<file path="config.mk">
export PLATFORM = sky130hd
export DESIGN_NAME = fix_session_mgr
export DESIGN_NICKNAME = d
export VERILOG_FILES = /design/src/rtl/fix_session_mgr.sv
export SDC_FILE = /design/constraint.sdc
export NUM_CORES = 1
export LEC_CHECK = 0
export CORE_UTILIZATION = 28
export DETAILED_ROUTE_END_ITERATION = 10
export HOLD_SLACK_MARGIN = 0.03
export MAX_ROUTING_LAYER = met4
export PLACE_DENSITY = 0.4
export SLEW_MARGIN = 20
export SYNTH_ARGS = -nofsm -noshare
export SYNTH_HDL_FRONTEND = slang
export SYNTH_SLANG_ARGS = --single-unit
</file>
<file path="constraint.sdc">
create_clock -name clk -period 5.5 [get_ports clk]
set_input_delay 1.65 -clock clk [delete_from_list [all_inputs] [get_ports clk]]
set_output_delay 1.65 -clock clk [all_outputs]
set_load 0.02 [all_outputs]
</file>
<file path="src/rtl/fix_session_mgr.sv">
// rtl/fix_session_mgr.sv - per-host FIX session connect, heartbeat and timeout manager
module fix_session_mgr #(
  parameter int NUM_HOSTS    = 4,
  parameter int HOST_W       = $clog2(NUM_HOSTS),
  parameter int CONN_TIMEOUT = 64,
  parameter int HB_INTERVAL  = 256,
  parameter int RX_TIMEOUT   = 640
) (
  input  logic                 clk,
  input  logic                 rst,
  input  logic                 connect_i,
  input  logic [HOST_W-1:0]    connect_to_host_i,
  input  logic                 disconnect_i,
  input  logic [HOST_W-1:0]    disconnect_host_i,
  input  logic                 connected_i,
  input  logic [HOST_W-1:0]    connected_host_addr_i,
  input  logic                 valid_i,
  input  logic [HOST_W-1:0]    rx_host_i,
  input  logic                 hb_ready_i,
  output logic                 connect_req_o,
  output logic [HOST_W-1:0]    connect_addr_o,
  output logic                 disconnect_o,
  output logic [HOST_W-1:0]    disconnect_host_num_o,
  output logic                 hb_valid_o,
  output logic [HOST_W-1:0]    hb_host_o,
  output logic [NUM_HOSTS-1:0] session_up_o,
  output logic                 timeout_o,
  output logic                 cmd_err_o
);

  localparam int MAX_T = (CONN_TIMEOUT > RX_TIMEOUT) ? CONN_TIMEOUT : RX_TIMEOUT;
  localparam int TMR_W = $clog2(MAX_T + 1);
  localparam int TX_W  = $clog2(HB_INTERVAL + 1);
  localparam logic [TMR_W-1:0]  CONN_LAST  = TMR_W'(CONN_TIMEOUT - 1);
  localparam logic [TMR_W-1:0]  RX_LAST    = TMR_W'(RX_TIMEOUT - 1);
  localparam logic [TX_W-1:0]   HB_LAST    = TX_W'(HB_INTERVAL - 1);
  localparam logic [HOST_W:0]   HOST_LIMIT = (HOST_W + 1)'(NUM_HOSTS);
  localparam logic [HOST_W-1:0] HOST_TOP   = HOST_W'(NUM_HOSTS - 1);

  typedef enum logic [1:0] {IDLE, WAIT_ACK, CONNECTED} state_t;

  // One timer per host: connect-ack wait in WAIT_ACK, rx silence in CONNECTED
  state_t               state  [NUM_HOSTS];
  logic [TMR_W-1:0]     tmr    [NUM_HOSTS];
  logic [TX_W-1:0]      tx_cnt [NUM_HOSTS];
  logic [NUM_HOSTS-1:0] hb_pend;
  logic [NUM_HOSTS-1:0] drop_pend;
  logic [HOST_W-1:0]    rr_ptr;

  logic                 conn_ok, conn_err, dis_ok, dis_err;
  logic                 hb_grant, drop_fire, hb_v_nxt;
  logic [HOST_W-1:0]    drop_sel, ptr_nxt, hb_h_nxt, cand;
  logic [NUM_HOSTS-1:0] ack_h, dis_h, rx_hit, gnt_h, leave;
  logic [NUM_HOSTS-1:0] wait_exp, rx_exp, drop_now, pend_nxt;
  int                   s;

  // Decode commands, arbitrate auto-drops and choose the next heartbeat host
  always_comb begin
    conn_ok  = connect_i && ({1'b0, connect_to_host_i} < HOST_LIMIT)
               && (state[connect_to_host_i] == IDLE);
    conn_err = connect_i && !conn_ok;
    dis_ok   = disconnect_i && ({1'b0, disconnect_host_i} < HOST_LIMIT)
               && (state[disconnect_host_i] != IDLE);
    dis_err  = disconnect_i && !dis_ok;
    hb_grant = hb_valid_o && hb_ready_i;

    for (int h = 0; h < NUM_HOSTS; h++) begin
      ack_h[h]    = connected_i && (connected_host_addr_i == HOST_W'(h));
      dis_h[h]    = dis_ok && (disconnect_host_i == HOST_W'(h));
      rx_hit[h]   = valid_i && (rx_host_i == HOST_W'(h));
      gnt_h[h]    = hb_grant && (hb_host_o == HOST_W'(h));
      rx_exp[h]   = (state[h] == CONNECTED) && (tmr[h] == RX_LAST);
      drop_now[h] = (state[h] == CONNECTED) && (drop_pend[h] || rx_exp[h]);
      wait_exp[h] = (state[h] == WAIT_ACK) && (tmr[h] == CONN_LAST) && !ack_h[h] && !dis_h[h];
    end

    // Lowest-index drop wins, and only when the app is not using disconnect_o
    drop_sel = '0;
    for (int h = NUM_HOSTS - 1; h >= 0; h--) begin
      if (drop_now[h]) drop_sel = HOST_W'(h);
    end
    drop_fire = (|drop_now) && !dis_ok;

    for (int h = 0; h < NUM_HOSTS; h++) begin
      leave[h]    = dis_h[h] || (drop_fire && (drop_sel == HOST_W'(h)));
      pend_nxt[h] = (state[h] == CONNECTED) && !leave[h] && !gnt_h[h]
                    && (hb_pend[h] || (tx_cnt[h] == HB_LAST));
    end

    // Round-robin search starts just after the last granted host
    ptr_nxt = rr_ptr;
    if (hb_grant) ptr_nxt = (hb_host_o == HOST_TOP) ? '0 : hb_host_o + 1'b1;

    hb_v_nxt = 1'b0;
    hb_h_nxt = '0;
    cand     = '0;
    s        = 0;
    if (hb_valid_o && !hb_grant && pend_nxt[hb_host_o]) begin
      hb_v_nxt = 1'b1;
      hb_h_nxt = hb_host_o;
    end else begin
      for (int i = 0; i < NUM_HOSTS; i++) begin
        s = int'(ptr_nxt) + i;
        if (s >= NUM_HOSTS) s = s - NUM_HOSTS;
        cand = HOST_W'(s);
        if (!hb_v_nxt && pend_nxt[cand]) begin
          hb_v_nxt = 1'b1;
          hb_h_nxt = cand;
        end
      end
    end
  end

  // Per-host session FSMs, timers and all registered outputs
  always_ff @(posedge clk or posedge rst) begin
    if (rst) begin
      for (int h = 0; h < NUM_HOSTS; h++) begin
        state[h]  <= IDLE;
        tmr[h]    <= '0;
        tx_cnt[h] <= '0;
      end
      hb_pend               <= '0;
      drop_pend             <= '0;
      rr_ptr                <= '0;
      connect_req_o         <= 1'b0;
      connect_addr_o        <= '0;
      disconnect_o          <= 1'b0;
      disconnect_host_num_o <= '0;
      hb_valid_o            <= 1'b0;
      hb_host_o             <= '0;
      session_up_o          <= '0;
      timeout_o             <= 1'b0;
      cmd_err_o             <= 1'b0;
    end else begin
      connect_req_o         <= conn_ok;
      connect_addr_o        <= conn_ok ? connect_to_host_i : '0;
      disconnect_o          <= dis_ok || drop_fire;
      disconnect_host_num_o <= dis_ok ? disconnect_host_i : (drop_fire ? drop_sel : '0);
      cmd_err_o             <= conn_err || dis_err;
      timeout_o             <= |wait_exp;
      hb_valid_o            <= hb_v_nxt;
      hb_host_o             <= hb_h_nxt;
      rr_ptr                <= ptr_nxt;
      hb_pend               <= pend_nxt;

      for (int h = 0; h < NUM_HOSTS; h++) begin
        case (state[h])
          IDLE: begin
            if (conn_ok && (connect_to_host_i == HOST_W'(h))) begin
              state[h] <= WAIT_ACK;
              tmr[h]   <= '0;
            end
          end
          WAIT_ACK: begin
            if (dis_h[h]) begin
              state[h] <= IDLE;
              tmr[h]   <= '0;
            end else if (ack_h[h]) begin
              state[h]        <= CONNECTED;
              tmr[h]          <= '0;
              tx_cnt[h]       <= '0;
              session_up_o[h] <= 1'b1;
            end else if (tmr[h] == CONN_LAST) begin
              state[h] <= IDLE;
              tmr[h]   <= '0;
            end else begin
              tmr[h] <= tmr[h] + 1'b1;
            end
          end
          CONNECTED: begin
            if (leave[h]) begin
              state[h]        <= IDLE;
              tmr[h]          <= '0;
              tx_cnt[h]       <= '0;
              drop_pend[h]    <= 1'b0;
              session_up_o[h] <= 1'b0;
            end else begin
              drop_pend[h] <= drop_pend[h] || rx_exp[h];
              if (rx_hit[h])    tmr[h] <= '0;
              else if (!rx_exp[h]) tmr[h] <= tmr[h] + 1'b1;
              if (gnt_h[h])     tx_cnt[h] <= '0;
              else if (tx_cnt[h] != HB_LAST) tx_cnt[h] <= tx_cnt[h] + 1'b1;
            end
          end
          default: state[h] <= IDLE;
        endcase
      end
    end
  end

endmodule

</file>
# Yosys cells after proc, flatten, opt, wreduce, memory -nomap -nowiden
# Cells that the tools add are included.
# word_totals
regBits	109
input_bits	15
out_inout_bits	15
# classes
n_addsub	16
n_lt_le_gt_ge	11
n_eq_ne	70
mux	145
n_bitwise	2
n_reduce_logical	141
# op_table
cell	count
10-bit 2-to-1 mux	28
9-bit 2-to-1 mux	20
10-bit case mux with 3 select lines	4
2-bit 2-to-1 mux	45
9-bit case mux with 2 select lines	4
1-bit logical AND	67
10-bit by 1-bit adder with 10-bit output (second input constant)	4
10-bit == test (second input constant)	4
10-bit by 6-bit == test with 1-bit output (second input constant)	4
9-bit by 1-bit adder with 9-bit output (second input constant)	4
9-bit by 8-bit == test with 1-bit output (second input constant)	4
9-bit by 8-bit != test with 1-bit output (second input constant)	4
2-bit == test (second input constant)	16
2-bit != test (second input constant)	16
4-bit by 3-bit != test with 1-bit output (second input constant)	8
4-bit AND reduction	8
1-bit 2-to-1 mux	29
2-bit case mux with 3 select lines	4
3-bit AND reduction	8
1-bit zero test	22
2-bit zero test	11
2-bit by 1-bit == test with 1-bit output (second input constant)	10
4-bit != test (second input constant)	4
3-bit >= comparator (second input constant)	5
other kinds (14)	52

# Logic depth before layout (Yosys ltp)
# Gate-level depths: netlist (run 1).
# depth
depth_word	35
ltp_mapped	11
mapped_depth_nobuf	10

# Worst setup path before layout (run 1)
# No wires, ideal clock.
# synth_timing
path_kind	input-to-reg
start	input port disconnect_host_i[1]
end	register state[1] in the netlist's numbering
setup_time_ps	125
t_arrival_ps	3718
required_time_ps	5375
path_slack_ps	1657
path_stages	7
n_path_buf	1
path_cell_list	clkbuf_8 -> mux4_2 -> a211oi_4 -> and2_2 -> nor2_1 -> a211oi_1 -> mux2_2
# synth_via
elab_chain_cells	12
word_cells_on_any_way	17
# synth_lines
element	line	text
from (decl)	14	input logic [HOST_W-1:0] disconnect_host_i,
2-bit NOT with 3-bit output (not written as such)	63	&& (state[disconnect_host_i] != IDLE);
2-bit binary-select mux with 2-bit select	63	
2-bit 2-to-1 mux (not written as such) (2 in series)	63	
2-bit nonzero test	63	
1-bit logical AND	63	
1-bit zero test	82	drop_fire = (|drop_now) && !dis_ok;
1-bit logical AND	82	
1-bit logical AND	85	leave[h] = dis_h[h] || (drop_fire && (drop_sel == HOST_W'(h)));
1-bit logical OR	85	
2-bit != test (no line)	n/a	
3-bit AND reduction (no line)	n/a	
to (signal, indexed assignment)	118	state[h] <= IDLE;
to (signal, indexed assignment)	150	state[h] <= WAIT_ACK;
to (signal, indexed assignment)	156	state[h] <= IDLE;
to (decl)	43	state_t state [NUM_HOSTS];
# Several ways; a longest one is shown, not always the timed one. The select of a mux whose other input is x is not followed.
# A chain may end at the register's enable or synchronous reset.

# Worst setup path after layout (run 1)
# layout_timing
start	input port disconnect_host_i[1]
end	register tmr[3] in the netlist's numbering
# layout_via
elab_chain_cells	12
word_cells_on_any_way	17
# layout_lines
element	line	text
2-bit NOT with 3-bit output (not written as such)	63	
2-bit binary-select mux with 2-bit select	63	
2-bit 2-to-1 mux (not written as such) (2 in series)	63	
2-bit nonzero test	63	
1-bit logical AND	63	
1-bit zero test	82	
1-bit logical AND	82	
1-bit logical AND	85	
1-bit logical OR	85	
4-bit != test (no line) or 10-bit 2-to-1 mux (tied branches)	n/a	
3-bit AND reduction (no line) or 10-bit case mux with 3 select lines (tied branches)	n/a	
to (signal, indexed assignment)	167	tmr[h] <= tmr[h] + 1'b1;
to (signal, indexed assignment)	180	else if (!rx_exp[h]) tmr[h] <= tmr[h] + 1'b1;
to (decl)	44	logic [TMR_W-1:0] tmr [NUM_HOSTS];
# Several ways; a longest one is shown, not always the timed one. The select of a mux whose other input is x is not followed.

==> metrics.md, run 1 <==
| Metric | Value |
|---|---|
| Top FF cell, synth | `dfrtp_1` |
| CP Capture Type | `flip-flop` |
| Required @ worst endpoint | `between 5 and 6 ns` |
| DRT antenna net count | `0` |
| Rel. slew slack | `a little over two fifths` |
| Starting density of the core | `between 20% and 30%` |
| Met3 GRT Util | `under 10%` |
| Fillers | `between 2,000 and 2,500` |
| GRT met2 Usage | `about 25%` |
| FF-to-FF setup slack | `2.25 ns` |
| TNS Setup | `0 ns` |
| Status | `completed` |
| Clock tree root driver cell | `clkbuf_16` |
| Final Hold Viols | `0` |
| Placement Setup Slack | `around 0.69 ns` |
| Vias in the first global route | `between 5,000 and 6,000` |
| Reg2Reg Depth | `9` |
| Initial antenna violation count | `0` |
| Mean number of vias per cell | `just over 5` |
| Synth top area share | `a little over two fifths` |
| Clk Latency, worst-skew pair | `~0.36 ns` |
| Die width | `~150 µm` |
| Pwr dens | `approximately 350 mW/mm²` |
| Diode count | `0` |
| Ports | `30` |
| Fraction of layout cells with a size suffix above 1 | `just over 7%` |
| Area grow syn2layout | `14.5%` |
| Final WS setup | `between 1 and 1.5 ns` |
| Routed vias | `between 5,000 and 6,000` |
| GR Overflow Total | `0` |
| Bufs on Longest Clock Path | `2` |
| Placer Congestion | `between 0.8 and 0.9` |
| Syn Nets | `roughly 760` |
| Cts hold-fix bufs | `0` |
| Mapped cell area | `between 0.006 and 0.007 mm²` |
| Most frequent cells in the layout | `dfrtp_1, nor2_1, nand2_1` |
| Peak VDD IR | `0.000132 V` |
| Number of synthesized flops with an enable pin | `0` |
| Total GRT Usage | `between 15 and 20%` |
| Final setup viols | `0` |
| Yosys Warn Count | `0` |
| Worst Skew | `0.00917 ns` |
| Crit. Startpoint | `disconnect_host_i[1]` |
| Startpoint Class | `input pin` |
| Pleak | `~0.0033 µW` |
| WS Path Type | `in2reg` |
| WL/cell | `15.8 µm` |
| Final cell utilization of the core | `approximately 33%` |
| Post-synthesis register bit count | `109` |
| Max Slew Vio Count | `0` |
| Mapped Cells | `716` |
| Crit path DAT | `4.66 ns` |
| Clock sinks | `about 110` |
| Drt pass-1 iters | `5` |
| DP HPWL | `roughly 13,000 µm` |
| Worst min path class | `reg2reg` |
| CTS H-tree lvls | `3` |
| Total Wirelength | `16,900 µm` |
| Final #Nets | `798` |
| Capturing point of the worst reg2reg path | `hb_host_o[1]$_DFFE_PP0N_` |
| RSZ-0062 raised after global routing | `false` |
| Fmax | `about 0.23 GHz` |
| # DRC | `0` |
| Reg2reg start | `state[2]$_DFFE_PP0P_` |
| Number of distinct library cells after synthesis | `78` |
| Period utilisation layout | `around 80%` |
| CTS tree | `done` |
| Worst slew pin tran | `0.850 ns` |
| Yosys top cell by area | `dfrtp_1` |
| Max_cap viols | `0` |
| Number of port buffers | `29` |
| First-pass GRT wire length | `~28,000 µm` |
| Post-synth ARST share | `100%` |
| Post-CTS Resized | `0` |
| TritonCTS Buffers | `9` |
| Largest net degree at the start of global routing | `78` |
| CP max FO | `9` |
| Std-Cell Rows | `55` |
| Seq/Total Area, Yosys | `about two fifths` |
| Drt initial violations | `between 300 and 400` |
| Core area | `between 0.02 and 0.025 mm²` |
| Setup crit end | `tmr[3]$_DFFE_PP0P_` |
| Post-CTS Setup Repair Bufs | `0` |
| Die footprint | `0.0240 mm²` |
| Clk slew on worst S/H paths | `0.08 ns` |
| Syn_area_per_cell | `9.15 µm²` |
| Busiest grt layer | `met2` |
| Tmin final | `roughly 4.4 ns` |
| Grt met1 use | `19.2%` |
| Synth area leaders | `dfrtp_1, ha_1, o21ai_0` |
| Die H | `155 µm` |
| Most common cell after layout, fill and taps aside | `dfrtp_1` |
==> metal layers <==
layer,vias to the layer above,part of all wire (%)
li1,2674,-
met1,2635,48
met2,59,48
met3,14,2.6
met4,0,1.4
met5,-,0
==> worst min-delay path by stage <==
stage,from,end,slack [ns],cells after the start
2_1_floorplan,tx_cnt[17]$_DFFE_PP0P_,tx_cnt[17]$_DFFE_PP0P_,0.45,2
3_3_place_gp,tx_cnt[35]$_DFFE_PP0P_,tx_cnt[35]$_DFFE_PP0P_,0.46,2
3_5_place_dp,tx_cnt[17]$_DFFE_PP0P_,tx_cnt[17]$_DFFE_PP0P_,0.47,2
4_1_cts,tx_cnt[17]$_DFFE_PP0P_,tx_cnt[17]$_DFFE_PP0P_,0.49,2
5_1_grt,tx_cnt[17]$_DFFE_PP0P_,tx_cnt[17]$_DFFE_PP0P_,0.51,2
6_report,tx_cnt[17]$_DFFE_PP0P_,tx_cnt[17]$_DFFE_PP0P_,0.48,2
==> cells by family (layout without fill, tap and decap cells) <==
family	after synthesis	in the layout	share of synthesized area (%)
adder cells (fa/ha/maj)	32	32	6.11
AO/OA/AOI/OAI	191	191	20.4
XOR/XNOR	15	15	2.01
multiplexers	13	13	2.69
AND/OR/NAND/NOR	304	304	23.5
flip-flops	109	109	41.7
buffers and inverters	52	91	3.67
==> report_power, final <==
part	internal (µW)	switching (µW)	total (µW)
logic	361	666	1030
clock network	365	309	674
registers	877	69.0	946
total	1600	1040	2650
==> sequential cells by signal (all words and copies together), names as in the netlist <==
signal	flops
cmd_err_o	1
connect_addr_o	2
connect_req_o	1
disconnect_host_num_o	2
disconnect_o	1
drop_pend	4
hb_host_o	2
hb_pend	4
hb_valid_o	1
rr_ptr	2
session_up_o	4
state	8
timeout_o	1
tmr	40
tx_cnt	36
==> critical path, cell delays in order <==
cell and delay, ns:
clkdlybuf4s50_1 0.70, mux4_2 0.65, a211oi_4 0.43, a21oi_1 0.26, a21boi_1 0.52, o21ai_0 0.17
a22o_1 0.27
==> stage by stage <==
| step | area [µm²] | total power [µW] | hold WS [ns] | cells |
|---|---|---|---|---|
| global placement | 7200 | 1980 | 0.459 | 1053 |
| CTS | 7490 | 2700 | 0.485 | 1068 |
| finish | 7500 | 2650 | 0.481 | 1068 |
| global route | 7500 | 2850 | 0.510 | 1068 |
| floorplan | 6550 | 1690 | 0.449 | 716 |
| detailed placement | 7200 | 2000 | 0.466 | 1053 |
==> Yosys cell counts, types with 8 or more instances <==
master,count
a21o_1,8
a21oi_1,22
a22o_1,22
and3_1,25
dfrtp_1,109
ha_1,32
inv_1,42
nand2_1,65
nand3_1,40
nand4_1,9
nor2_1,71
nor2b_1,20
nor3_1,21
o21ai_0,64
o31ai_1,16
xnor2_1,11
==> cell type report <==
class	count	area (µm²)	share of cell area, %
clock buffers	10	239	3.19
clock inverters	5	60.1	0.801
inverters	42	163	2.17
multi-input cells	555	3590	47.9
flip-flops and latches	109	2730	36.4
well taps	313	392	5.22
repair buffers	34	328	4.37
Note: power is estimated with default switching activity, not from simulation.
==> run 2: changes to the inputs <==
PLACE_DENSITY = 0.42   (was 0.4)
clock period = 3.8 ns   (was 5.5 ns; I/O delays follow)
==> metrics.md, run 2 (same netlist as run 1, synthesis figures left out) <==
| Metric | Value |
|---|---|
| Reg2reg start | `state[6]$_DFFE_PP0P_ (was state[2]$_DFFE_PP0P_)` |
| Max_cap viols | `0 (unchanged)` |
| Area grow syn2layout | `19.1% (was 14.5%)` |
| Rel. slew slack | `48.7% (was 42.8%)` |
| Drt pass-1 iters | `4 (was 5)` |
| First-pass GRT wire length | `28,900 µm (was 28,200 µm)` |
| WL/cell | `15.4 µm (was 15.8 µm)` |
| Clk Latency, worst-skew pair | `0.36 ns (about the same)` |
| Startpoint Class | `input pin (unchanged)` |
| Fmax | `~0.29 GHz` |
| Ports | `30 (unchanged)` |
| Placement Setup Slack | `-0.0630 ns (was 0.693 ns)` |
| Total Wirelength | `17,100 µm (was 16,900 µm)` |
| Clock tree root driver cell | `clkbuf_16 (unchanged)` |
| Core area | `0.0228 mm² (unchanged)` |
| CP max FO | `8 (was 9)` |
| Clock sinks | `109 (unchanged)` |
| Bufs on Longest Clock Path | `2 (unchanged)` |
| Largest net degree at the start of global routing | `110 (was 78)` |
| Routed vias | `5,527 (was 5,382)` |
| Top flop regs | `tmr (40), tx_cnt (36), state (8) (unchanged)` |
| GR Overflow Total | `0 (unchanged)` |
| Starting density of the core | `28.8% (unchanged)` |
| Clk slew on worst S/H paths | `0.07 ns (was 0.08 ns)` |
| Number of port buffers | `29 (unchanged)` |
| Post-CTS Setup Repair Bufs | `0 (unchanged)` |
| Mean number of vias per cell | `4.98 (was 5.04)` |
| Crit path DAT | `3.69 ns (was 4.66 ns)` |
| CP Capture Type | `flip-flop (unchanged)` |
| Std-Cell Rows | `55 (unchanged)` |
| Status | `completed (unchanged)` |
| Most common cell after layout, fill and taps aside | `dfrtp_1 (unchanged)` |
| Fillers | `2,336 (was 2,370)` |
| Cts hold-fix bufs | `0 (unchanged)` |
| Most frequent cells in the layout | `dfrtp_1, nor2_1, nand2_1 (unchanged)` |
| CTS tree | `done (unchanged)` |
| Worst slew pin tran | `0.763 ns (was 0.850 ns)` |
| Tmin final | `about 3.4 ns` |
| Largest register FFs | `40 (unchanged)` |
| Initial antenna violation count | `0 (unchanged)` |
| Worst min path class | `reg2reg (unchanged)` |
| Die H | `155 µm (unchanged)` |
| Hold slack | `0.481 ns (about the same)` |
| Final WS setup | `0.353 ns (was 1.08 ns)` |
| TNS Setup | `0 ns (unchanged)` |
| Final Hold Viols | `0 (unchanged)` |
| Final #Nets | `839 (was 798)` |
| Diode count | `0 (unchanged)` |
| Required @ worst endpoint | `4.05 ns (was 5.75 ns)` |
| # DRC | `0 (unchanged)` |
| Period utilisation layout | `90.7%` |
| Die footprint | `0.0240 mm² (unchanged)` |
| Placer Congestion | `0.829 (was 0.814)` |
| Total GRT Usage | `15.6% (was 15.3%)` |
| Final setup viols | `0 (unchanged)` |
| Die width | `155 µm (unchanged)` |
| Pleak | `0.00346 µW (was 0.00327 µW)` |
| Critical path's most frequent cell | `buf_4` |
| TritonCTS Buffers | `9 (unchanged)` |
| Max Slew Vio Count | `0 (unchanged)` |
| Crit-path cells | `clkdlybuf4s50_1, buf_4, mux4_2, buf_4, o21ai_0, buf_4, nand3_1, a311oi_1, mux2_2 (was clkdlybuf4s50_1, mux4_2, a211oi_4, a21oi_1, a21boi_1, o21ai_0, a22o_1)` |
| CTS H-tree lvls | `3 (unchanged)` |
| Worst Skew | `0.00567 ns (was 0.00917 ns)` |
| Peak VDD IR | `0.000239 V (was 0.000132 V)` |
| WS Path Type | `in2reg (unchanged)` |
| Pwr dens | `517 mW/mm² (was 353 mW/mm²)` |
| DP HPWL | `12,800 µm (was 12,600 µm)` |
| Multi-input combinational cell area | `0.00358 mm² (was 0.00359 mm²)` |
| CP peak stage delay | `0.54 ns (was 0.70 ns)` |
| Start point of the worst hold path | `tx_cnt[17]$_DFFE_PP0P_ (unchanged)` |
| Seq. cell area | `0.00273 mm² (unchanged)` |
| Slowest-stage cell, CP | `clkdlybuf4s50_1 (unchanged)` |
| DRT antenna net count | `0 (unchanged)` |
| Drt initial violations | `289 (was 350)` |
| Crit. Startpoint | `disconnect_host_i[1] (unchanged)` |
| RSZ-0062 raised after global routing | `false (unchanged)` |
| Reg with most FFs | `tmr (unchanged)` |
| Post-CTS Resized | `0 (unchanged)` |
| Vias in the first global route | `5,651 (was 5,358)` |
| Fraction of layout cells with a size suffix above 1 | `11.8% (was 7.15%)` |
run 2: path summary, 6_finish.rpt:
path | endpoint | slack (ns) | cells past startpoint
setup / recovery | hb_host_o[1]$_DFFE_PP0N_ | 0.35 | 9
hold reg to reg | tx_cnt[17]$_DFFE_PP0P_ | 0.48 | 2
max in group asynchronous | tmr[31]$_DFFE_PP0P_ | 2.03 | 3
min in group asynchronous | tmr[13]$_DFFE_PP0P_ | 1.30 | 3
hold / removal | tx_cnt[17]$_DFFE_PP0P_ | 0.48 | 2
setup reg to reg | hb_host_o[1]$_DFFE_PP0N_ | 0.64 | 11
run 2: routing by layer:
layer  part of all wire (%)  track usage [%]  vias to the layer above
met2                     48             25.3                       67
met3                    3.1             2.90                       15
met1                     48             19.8                     2683
met4                    1.4             4.62                        0
li1                       -                -                     2762
met5                      0                -                        -
run 2: layout make-up:
cell class,count,share of cell area (%)
tap,313,5.02
sequential,109,35.0
timing repair buffer,75,8.31
multi-input combinational,555,45.9
clock buffer,9,2.89
inverter,42,2.07
clock inverter,6,0.818
run 2: stage by stage:
stage / power [µW] / instance area (µm²) / util, % / instances
after floorplan: 2450 / 6550 / - / 716
after global placement: 3080 / 7510 / 33.0 / 1094
after detailed placement: 3100 / 7510 / 33.0 / 1094
after CTS: 4090 / 7800 / 34.2 / 1109
after global routing: 4340 / 7800 / 34.2 / 1109
final: 4030 / 7800 / 34.2 / 1109
run 2: where the power goes:
part	switching (µW)	total, µW	internal (µW)
clock network	462	971	509
logic	1000	1700	694
registers	100	1370	1270
run 2: critical path, delay by kind of cell:
kind / cells / cell delay, ns
and+or+nand+nor: 1 / 0.08
AOI/OAI and AO/OA: 2 / 0.54
muxes: 2 / 0.89
buffers and inverters: 4 / 1.05
==> run 3: changes to the inputs <==
HOLD_SLACK_MARGIN = 0.15   (was 0.03)
==> results of run 3 <==
The final DEF is identical to that of run 2; final timing and power are the same.
